[src/rtl/vga_timing_gen.sv]
// ---------------------------------------------------------------------------
// vga_timing_gen
//
// Parametrised CRT/VGA timing generator. A clock divider derives a pixel
// tick from the system clock. Horizontal and vertical counters step through
// the whole frame in this order: active region, front porch, sync pulse,
// back porch. All outputs are registered and decoded together from the same
// counter snapshot, so they always agree with each other.
//
// Optional feature (compile-time macro):
//   VGA_TIMING_FRAME_CNT_EN - adds the 16-bit output frame_count. It counts
//                             completed frames and is meant as an animation
//                             and sound time base. Leave the macro undefined
//                             to remove the port and its logic.
//
// Ports:
//   CLK          in   system clock
//   RESET        in   asynchronous, active-high reset
//   hsync        out  horizontal sync, asserted level = HS_POL
//   vsync        out  vertical sync, asserted level = VS_POL
//   xposition    out  current pixel column, 0..H_TOTAL-1 (raw count)
//   yposition    out  current line, 0..V_TOTAL-1 (raw count)
//   pix_en       out  one-CLK strobe, once per pixel period
//   active       out  high while inside the visible region
//   line_start   out  one-CLK pulse when xposition first shows 0
//   frame_start  out  one-CLK pulse when the position first shows (0,0)
//   frame_count  out  (macro only) frames since reset, wraps at 16 bits
// ---------------------------------------------------------------------------
module vga_timing_gen #(
    parameter int CLK_DIV  = 4,
    parameter int H_ACTIVE = 640,
    parameter int H_FP     = 16,
    parameter int H_SYNC   = 96,
    parameter int H_BP     = 48,
    parameter int V_ACTIVE = 480,
    parameter int V_FP     = 10,
    parameter int V_SYNC   = 2,
    parameter int V_BP     = 33,
    parameter int HS_POL   = 0,
    parameter int VS_POL   = 0,
    parameter int CNT_W    = 10
) (
    input  logic             CLK,
    input  logic             RESET,
    output logic             hsync,
    output logic             vsync,
    output logic [CNT_W-1:0] xposition,
    output logic [CNT_W-1:0] yposition,
    output logic             pix_en,
    output logic             active,
    output logic             line_start,
    output logic             frame_start
`ifdef VGA_TIMING_FRAME_CNT_EN
    ,
    output logic [15:0]      frame_count
`endif
);

    // Frame geometry.
    localparam int H_TOTAL = H_ACTIVE + H_FP + H_SYNC + H_BP;
    localparam int V_TOTAL = V_ACTIVE + V_FP + V_SYNC + V_BP;

    // The divider needs at least one bit, even when CLK_DIV is 1.
    localparam int DIV_W = (CLK_DIV > 1) ? $clog2(CLK_DIV) : 1;
    localparam logic [DIV_W-1:0] DIV_LAST = DIV_W'(CLK_DIV - 1);

    // Counter wrap points.
    localparam logic [CNT_W-1:0] H_LAST = CNT_W'(H_TOTAL - 1);
    localparam logic [CNT_W-1:0] V_LAST = CNT_W'(V_TOTAL - 1);

    // Region boundaries carry one extra bit. The sync end can equal the
    // total, and the total may fill the whole counter range.
    localparam logic [CNT_W:0] H_ACT_END = (CNT_W+1)'(H_ACTIVE);
    localparam logic [CNT_W:0] HS_START  = (CNT_W+1)'(H_ACTIVE + H_FP);
    localparam logic [CNT_W:0] HS_END    = (CNT_W+1)'(H_ACTIVE + H_FP + H_SYNC);
    localparam logic [CNT_W:0] V_ACT_END = (CNT_W+1)'(V_ACTIVE);
    localparam logic [CNT_W:0] VS_START  = (CNT_W+1)'(V_ACTIVE + V_FP);
    localparam logic [CNT_W:0] VS_END    = (CNT_W+1)'(V_ACTIVE + V_FP + V_SYNC);

    // Asserted sync levels.
    localparam logic HS_ON = (HS_POL != 0);
    localparam logic VS_ON = (VS_POL != 0);

    logic [DIV_W-1:0] r_divCnt;
    logic [CNT_W-1:0] r_hCnt;
    logic [CNT_W-1:0] r_vCnt;
    logic             r_posNew;

    logic             r_hsync;
    logic             r_vsync;
    logic [CNT_W-1:0] r_xPos;
    logic [CNT_W-1:0] r_yPos;
    logic             r_pixEn;
    logic             r_active;
    logic             r_lineStart;
    logic             r_frameStart;

    logic             w_tick;
    logic             w_hLast;
    logic             w_vLast;
    logic [CNT_W:0]   w_hWide;
    logic [CNT_W:0]   w_vWide;
    logic             w_hSyncOn;
    logic             w_vSyncOn;
    logic             w_visible;
    logic             w_lineStart;
    logic             w_frameStart;

    // With CLK_DIV = 1 the divider stays at 0, and 0 equals DIV_LAST.
    // The tick is then permanently high without needing a special case.
    assign w_tick  = (r_divCnt == DIV_LAST);
    assign w_hLast = (r_hCnt == H_LAST);
    assign w_vLast = (r_vCnt == V_LAST);
    assign w_hWide = {1'b0, r_hCnt};
    assign w_vWide = {1'b0, r_vCnt};

    // Pixel-rate divider: counts 0..CLK_DIV-1 and wraps at the tick.
    always_ff @(posedge CLK or posedge RESET) begin
        if (RESET) begin
            r_divCnt <= '0;
        end else if (w_tick) begin
            r_divCnt <= '0;
        end else begin
            r_divCnt <= r_divCnt + 1'b1;
        end
    end

    // Raster counters. Both advance only on a pixel tick. The line counter
    // steps when the column counter wraps at the end of a line.
    always_ff @(posedge CLK or posedge RESET) begin
        if (RESET) begin
            r_hCnt <= '0;
            r_vCnt <= '0;
        end else if (w_tick) begin
            if (w_hLast) begin
                r_hCnt <= '0;
                if (w_vLast) begin
                    r_vCnt <= '0;
                end else begin
                    r_vCnt <= r_vCnt + 1'b1;
                end
            end else begin
                r_hCnt <= r_hCnt + 1'b1;
            end
        end
    end

    // Marks a counter snapshot that the outputs have not shown yet. The
    // counters only move on a tick, so the snapshot after a tick is new.
    // Reset sets the flag so that the first load after release counts as a
    // fresh (0,0). While the position is held between ticks, the flag stays
    // low and no start pulses repeat.
    always_ff @(posedge CLK or posedge RESET) begin
        if (RESET) begin
            r_posNew <= 1'b1;
        end else begin
            r_posNew <= w_tick;
        end
    end

    // Combinational decode of the current counter snapshot. The vertical
    // sync follows v_cnt only, so it changes exactly when xposition wraps.
    always_comb begin
        w_hSyncOn    = (w_hWide >= HS_START) && (w_hWide < HS_END);
        w_vSyncOn    = (w_vWide >= VS_START) && (w_vWide < VS_END);
        w_visible    = (w_hWide < H_ACT_END) && (w_vWide < V_ACT_END);
        w_lineStart  = r_posNew && (r_hCnt == '0);
        w_frameStart = w_lineStart && (r_vCnt == '0);
    end

    // Output register. Every field loads from the same snapshot on every
    // CLK, so the outputs stay consistent with each other at one CLK of
    // latency. Reset drives the sync lines to their idle levels at once.
    // A sync pulse that is interrupted by reset is not stretched.
    always_ff @(posedge CLK or posedge RESET) begin
        if (RESET) begin
            r_hsync      <= ~HS_ON;
            r_vsync      <= ~VS_ON;
            r_xPos       <= '0;
            r_yPos       <= '0;
            r_pixEn      <= 1'b0;
            r_active     <= 1'b0;
            r_lineStart  <= 1'b0;
            r_frameStart <= 1'b0;
        end else begin
            r_hsync      <= w_hSyncOn ? HS_ON : ~HS_ON;
            r_vsync      <= w_vSyncOn ? VS_ON : ~VS_ON;
            r_xPos       <= r_hCnt;
            r_yPos       <= r_vCnt;
            r_pixEn      <= w_tick;
            r_active     <= w_visible;
            r_lineStart  <= w_lineStart;
            r_frameStart <= w_frameStart;
        end
    end

    assign hsync       = r_hsync;
    assign vsync       = r_vsync;
    assign xposition   = r_xPos;
    assign yposition   = r_yPos;
    assign pix_en      = r_pixEn;
    assign active      = r_active;
    assign line_start  = r_lineStart;
    assign frame_start = r_frameStart;

`ifdef VGA_TIMING_FRAME_CNT_EN
    logic        r_frameSeen;
    logic [15:0] r_frameCount;

    // Frame counter. It steps on the same edge that loads frame_start.
    // The first frame after reset is frame 0 and does not step the count.
    // The counter wraps naturally from 0xFFFF to 0.
    always_ff @(posedge CLK or posedge RESET) begin
        if (RESET) begin
            r_frameSeen  <= 1'b0;
            r_frameCount <= 16'd0;
        end else if (w_frameStart) begin
            r_frameSeen <= 1'b1;
            if (r_frameSeen) begin
                r_frameCount <= r_frameCount + 16'd1;
            end
        end
    end

    assign frame_count = r_frameCount;
`endif

endmodule

[config.mk]
export PLATFORM = sky130hd
export DESIGN_NAME = vga_timing_gen
export DESIGN_NICKNAME = d
export VERILOG_FILES = /design/src/rtl/vga_timing_gen.sv
export SDC_FILE = /design/constraint.sdc
export NUM_CORES = 1
export LEC_CHECK = 0
export ABC_AREA = 1
export CAP_MARGIN = 5
export CORE_ASPECT_RATIO = 1.2
export CORE_UTILIZATION = 53
export CTS_BUF_LIST = sky130_fd_sc_hd__clkbuf_16
export DETAILED_ROUTE_END_ITERATION = 12
export PLACE_DENSITY = 0.89
export SLEW_MARGIN = 20
export SYNTH_ARGS = -nofsm -noshare
export SYNTH_HDL_FRONTEND = slang
export SYNTH_SLANG_ARGS = --single-unit
[constraint.sdc]
create_clock -name CLK -period 1.5 [get_ports CLK]
set_input_delay 0.15 -clock CLK [delete_from_list [all_inputs] [get_ports CLK]]
set_output_delay 0.15 -clock CLK [all_outputs]
set_load 0.005 [all_outputs]
==> results of run 1 <==
power breakdown:
| part | internal [mW] | switching, mW |
|---|---|---|
| combinational | 0.0129 | 0.0264 |
| clock | 0.774 | 0.452 |
| sequential | 1.32 | 0 |
cells in the final DEF, fill, tap and decap left out, types with 6 or more instances in the layout:
master / count
nor2_2: 6
buf_4: 11
nand4_1: 10
xor2_1: 7
nor2_1: 23
dfrtp_1: 44
nand2_1: 35
inv_1: 22
o21ai_0: 6
nand3_1: 10
clkdlybuf4s50_1: 27
cell usage after synthesis:
cell type,count,share of area [%]
buf_6,1,0.55
dfstp_2,3,3.9
or2_2,1,0.31
nor2_1,23,4.2
dfrtp_1,46,57
o2111ai_1,1,0.43
nor2_4,1,0.55
nand4_2,1,0.62
ha_1,6,3.7
buf_4,1,0.37
a21oi_1,1,0.25
buf_2,3,0.74
o21ai_0,10,2.5
o21ai_1,2,0.49
nand3_1,10,2.5
xor2_1,7,3.0
clkbuf_2,1,0.25
nand2_1,35,6.5
nand2_2,1,0.31
nor2_2,7,2.2
inv_2,1,0.18
clkinv_2,1,0.25
nand4_1,10,3.1
nor4_1,1,0.31
inv_1,24,4.4
nor3_1,6,1.5
o211ai_1,1,0.37
layer usage:
metal / global-route usage (%) / vias to the layer above
met5: 0 / -
met4: 11.6 / 0
met3: 7.09 / 13
met2: 33.5 / 45
met1: 24.5 / 734
li1: - / 738
worst max-delay path, stage by stage (launching register included):
cell and delay [ns]:
dfrtp_1 0.40, ha_1 0.22, nand2_2 0.09, nor2_4 0.14, nand4_4 0.14, buf_8 0.19
nor3_1 0.14, nor2_1 0.07
state kept, by name (all words and copies together) (netlist names):
register / count
yposition: 10
line_start: 1
r_vCnt: 10
frame_start: 1
r_posNew: 1
active: 1
r_divCnt: 2
vsync: 1
hsync: 1
r_hCnt: 10
xposition: 10
pix_en: 1
per-stage QoR:
stage	instance area, um2	cells	hold slack, ns
floorplan	2030	205	0.349
global route	2670	300	0.141
detailed placement	2410	286	0.404
finish	2670	300	0.119
global placement	2410	286	0.392
CTS	2590	295	0.127
cell type report:
cell class              instances  area share [%]
clock buffers                   5            4.69
clock inverters                 3            1.41
inverters                      26            3.70
multi-input cells             124            26.3
flip-flops and latches         49            46.2
well taps                      52            2.44
repair buffers                 41            15.3
timing repair:
| action | CTS | global route |
|---|---|---|
| endpoints found under the setup margin | 4 | 11 |
| setup buffers | 1 | 5 |
| gates resized for setup | 2 | 15 |
| pin swaps | 1 | 5 |
worst min path at each step:
stage / to / cells after the start / from / slack (ns)
6_report: yposition[7] / 2 / RESET / 0.12
3_3_place_gp: xposition[2] / 0 / r_hCnt[2] / 0.39
2_1_floorplan: yposition[5] / 0 / r_vCnt[5] / 0.35
5_1_grt: r_vCnt[8] / 2 / RESET / 0.14
4_1_cts: r_vCnt[7] / 2 / RESET / 0.13
3_5_place_dp: xposition[2] / 0 / r_hCnt[2] / 0.40
cell families after synthesis:
| logic type | after synthesis | synth area share (%) |
|---|---|---|
| AOI/OAI and AO/OA | 15 | 4.00 |
| adders and majority gates | 6 | 3.69 |
| DFF | 49 | 60.5 |
| and+or+nand+nor | 96 | 22.0 |
| buffers and inverters | 32 | 6.77 |
| xor gates and xnor gates | 7 | 3.02 |
==> summary.txt, run 1 <==
Status = finished, final reports clean
Max rail drop VDD = 0.000760 V
Fin crit period = 1.50 ns
Fmax = 669 MHz
Final-layout fill cell count = 244
# hold bufs at CTS = 0
CP max FO = 15
Post-detail-place hpwl = 2550 um
CP Launch Type = flop
WL final = 4090 um
Total CTS buffers = 5
Count of input and output buffers = 27
Worst Hold Class = in2async
IO Count = 28
CTS sink cnt = 49
Worst setup path endpoint = r_vCnt[7]
Yosys cell types = 27
RSZ-0062 raised after global routing = true
Crit share post-route = 99.7%
Setup TNS = 0 ns
Clock root buffer = clkbuf_16
Syn_area_per_cell = 9.91 um2
Post-DRT Antenna Nets = 0
Pwr dens = 969 nW/um2
Final core utilization = 72.8%
TritonCTS clock tree = built
Total track usage = 21.0%
Grt ovf = 0
Slew HR = 79.9%
DRC violations left = 0
Detailed Route Iter0 Violations = 79
Register-to-register setup slack = 0.005 ns
Die Wd = 58.5 um
R2R depth = 7
# setup viols final = 0
Vias in the first global route = 1455
Leakage power = 1.26 nW
Met3 wire len = 186 um
Nets@finish = 255
Data arrival, critical path = 1.67 ns
Post-route setup slack = 0.00468 ns
Worst Tran Pin Value = 0.299 ns
# rows = 24
Register Area = 1230 um2
Initial Util = 55.5%
Dpl ws = 0.0121 ns
Worst Setup SP = r_hCnt[0]
Post-Route Skew = 0.00982 ns
Post-Syn Instances = 205
Initial antenna violation count = 0
Synth Cell Area = 2030 um2
Crit path required time = 1.68 ns
Share of cells above drive strength 1 = 18.1%
Met2 WL = 2080 um
#FFs+latches synth = 49
Via density = 5.10
Largest net degree at the start of global routing = 22
Die Height = 69.8 um
Latest clock arrival within the worst-skew pair = 0.29 ns
Area of the multi-input gates = 702 um2
Core area = 3660 um2
Top Metal Used = met4
Pre-antenna DRT Iters = 4
M1 WL = 1680 um
Die ar. = 4090 um2
First-pass GRT wire length = 6240 um
Area delta synth->final = 31.3%
Via Count = 1530
Pwr Total = 2.59 mW
Sequential element share of the synthesized area = 60.5%
Worst-path clk slew = 0.06 ns
Critical path type = reg2reg
H-tree depth = 2
YS warnings = 0
Max Buffers Root-to-Sink = 2
Final slew viol count = 0
Worst reg2reg endpoint = r_vCnt[7]
Crit. End Element = flop
Ant diodes = 0
Final Hold Vio Count = 0
Drt wl/cell = 13.6 um
Worst r2r src = r_hCnt[0]
Syn Nets = 213
GPL Wtd Cong = 0.889
Number of max-cap violations = 0
(Power assumes the default switching activity.)
==> run 2: changes to the inputs <==
- CORE_UTILIZATION: 53 -> 50
- PLACE_DENSITY: 0.89 -> 0.85
==> run 2 against run 1 <==
  * Sequential power is essentially flat
  * Via count is 2.7% lower
  * Power decreased by 7.9%
  * Critical endpoint is now r_vCnt[3]
  * Final area fell by 2.9%
  * First-iteration DRC count is 7.6% lower
==> summary.txt, run 2 (synthesized netlist as in run 1, its figures left out) <==
Max Buffers Root-to-Sink = 2 (unchanged)
Pre-antenna DRT Iters = 4 (unchanged)
Ant diodes = 0 (unchanged)
Leakage power = 1.21 nW (-3.5%)
Post-DRT Antenna Nets = 0 (unchanged)
First-pass GRT wire length = 6020 um (-3.4%)
Core area = 3910 um2 (+6.7%)
# setup viols final = 0 (unchanged)
Worst-path clk slew = 0.06 ns (about the same)
Via density = 5.01 (-1.8%)
Pwr dens = 919 nW/um2 (-5.2%)
Nets@finish = 250 (-2.0%)
H-tree depth = 2 (unchanged)
Number of max-cap violations = 0 (unchanged)
Vias in the first global route = 1384 (-4.9%)
Crit path required time = 1.67 ns (about the same)
Latest clock arrival within the worst-skew pair = 0.28 ns (about the same)
Final Hold Vio Count = 0 (unchanged)
Most frequent cells in the layout = 45 x dfrtp_1, 35 x nand2_1, 27 x clkdlybuf4s50_1
# hold bufs at CTS = 0 (unchanged)
Initial Util = 52.0% (-3.5 points)
Initial antenna violation count = 0 (unchanged)
Most common cell after layout, fill and taps aside = dfrtp_1
Die ar. = 4320 um2 (+5.8%)
Fin crit period = 1.45 ns (-0.0491 ns)
Final core utilization = 66.3% (-6.5 points)
Grt ovf = 0 (unchanged)
Placed cell area = 2400 um2 (-0.41%)
Worst Tran Pin Value = 0.303 ns (+0.00360 ns)
Area delta synth->final = 27.6%
Total track usage = 19.1% (-1.9 points)
Detailed Route Iter0 Violations = 73 (-7.6%)
WL final = 3670 um (-10%)
Count of input and output buffers = 27 (unchanged)
Fmax = 691 MHz (+3.4%)
DRC violations left = 0 (unchanged)
Die Height = 71.8 um (+2.9%)
Slew HR = 79.7% (-0.24 points)
Worst Hold Class = in2async
Die Wd = 60.2 um (+2.9%)
Critical path type = reg2reg
TritonCTS clock tree = built
Max rail drop VDD = 0.000536 V (-30%)
CP max FO = 6 (-9)
Final slew viol count = 0 (unchanged)
Share of cells above drive strength 1 = 16.5% (-1.7 points)
CTS sink cnt = 49 (unchanged)
Crit share post-route = 96.4% (-3.3 points)
Clock root buffer = clkbuf_16
# rows = 25 (+4.2%)
Post-Route Skew = 0.00565 ns (-0.00417 ns)
IO Count = 28 (unchanged)
Largest net degree at the start of global routing = 50 (+130%)
CP Launch Type = flop
Via Count = 1488 (-2.7%)
Total CTS buffers = 5 (unchanged)
Final-layout fill cell count = 294 (+20%)
Area of the multi-input gates = 704 um2 (+0.36%)
Post-detail-place hpwl = 2450 um (-4.0%)
Data arrival, critical path = 1.61 ns (-0.06 ns)
Crit. End Element = flop
Drt wl/cell = 12.3 um (-9.4%)
Register Area = 1230 um2 (-0.10%)
Status = finished, final reports clean
Post-route cell area = 2590 um2 (-2.9%)
GPL Wtd Cong = 0.865 (-2.7%)
[run 2: cell count changes in the layout (fill, tap and decap cells not counted), sizes merged]
cell	before	now
buf	14	9
bufinv	1	0
clkinv	2	1
inv	26	28
[run 2: worst paths after layout]
path | to | start | cells after the start | slack (ns)
max in group asynchronous | hsync | RESET | 3 | 1.00
min reg2reg | xposition[2] | r_hCnt[2] | 0 | 0.42
max reg2reg | r_vCnt[3] | r_vCnt[0] | 7 | 0.05
max | r_vCnt[3] | r_vCnt[0] | 7 | 0.05
min | yposition[0] | RESET | 3 | 0.21
min in group CLK | xposition[2] | r_hCnt[2] | 0 | 0.42
[run 2: final cells by class]
type,instances,share of cell area (%)
inverter,26,3.81
timing repair buffer,36,13.7
tap,54,2.61
multi-input combinational,124,27.2
clock buffer,5,4.83
sequential,49,47.5
clock inverter,3,0.434
[run 2: per-stage QoR]
step / power [mW] / hold WS, ns / TNS (ns) / setup slack (ns) / std cells
2_1_floorplan: 1.37 / 0.349 / 0 / 0.180 / 205
3_3_place_gp: 1.38 / 0.394 / 0 / 0.0658 / 288
3_5_place_dp: 1.38 / 0.405 / 0 / 0.0186 / 288
4_1_cts: 2.40 / 0.232 / 0 / 0.0109 / 296
5_1_grt: 2.44 / 0.272 / -0.0134 / -0.0134 / 297
6_report: 2.38 / 0.212 / 0 / 0.0538 / 297
[run 2: per-layer routing]
layer,up-vias,GRT usage (%),routed length [um]
met3,7,4.87,196
met1,706,26.7,1630
met4,0,8.01,82
met5,-,0,0
li1,726,-,-
met2,49,28.2,1750
[run 2: power breakdown]
part	switching, mW	total, mW	leakage (nW)	internal, mW
combinational	0.0251	0.0332	0.493	0.00807
clock	0.427	1.03	0.0776	0.599
sequential	0	1.32	0.642	1.32
total	0.452	2.38	1.21	1.93
[run 2: timing repair]
action | CTS | global route
buffers inserted | 0 | 1
resized for setup | 0 | 15
endpoints found under the setup margin | 0 | 11
[run 2: critical path, stage by stage (launching register included)]
cell	delay (ns)
dfrtp_1	0.41
inv_1	0.13
ha_4	0.15
inv_2	0.03
nor2_2	0.07
nand4_1	0.24
nand3_1	0.21
o21ai_1	0.09
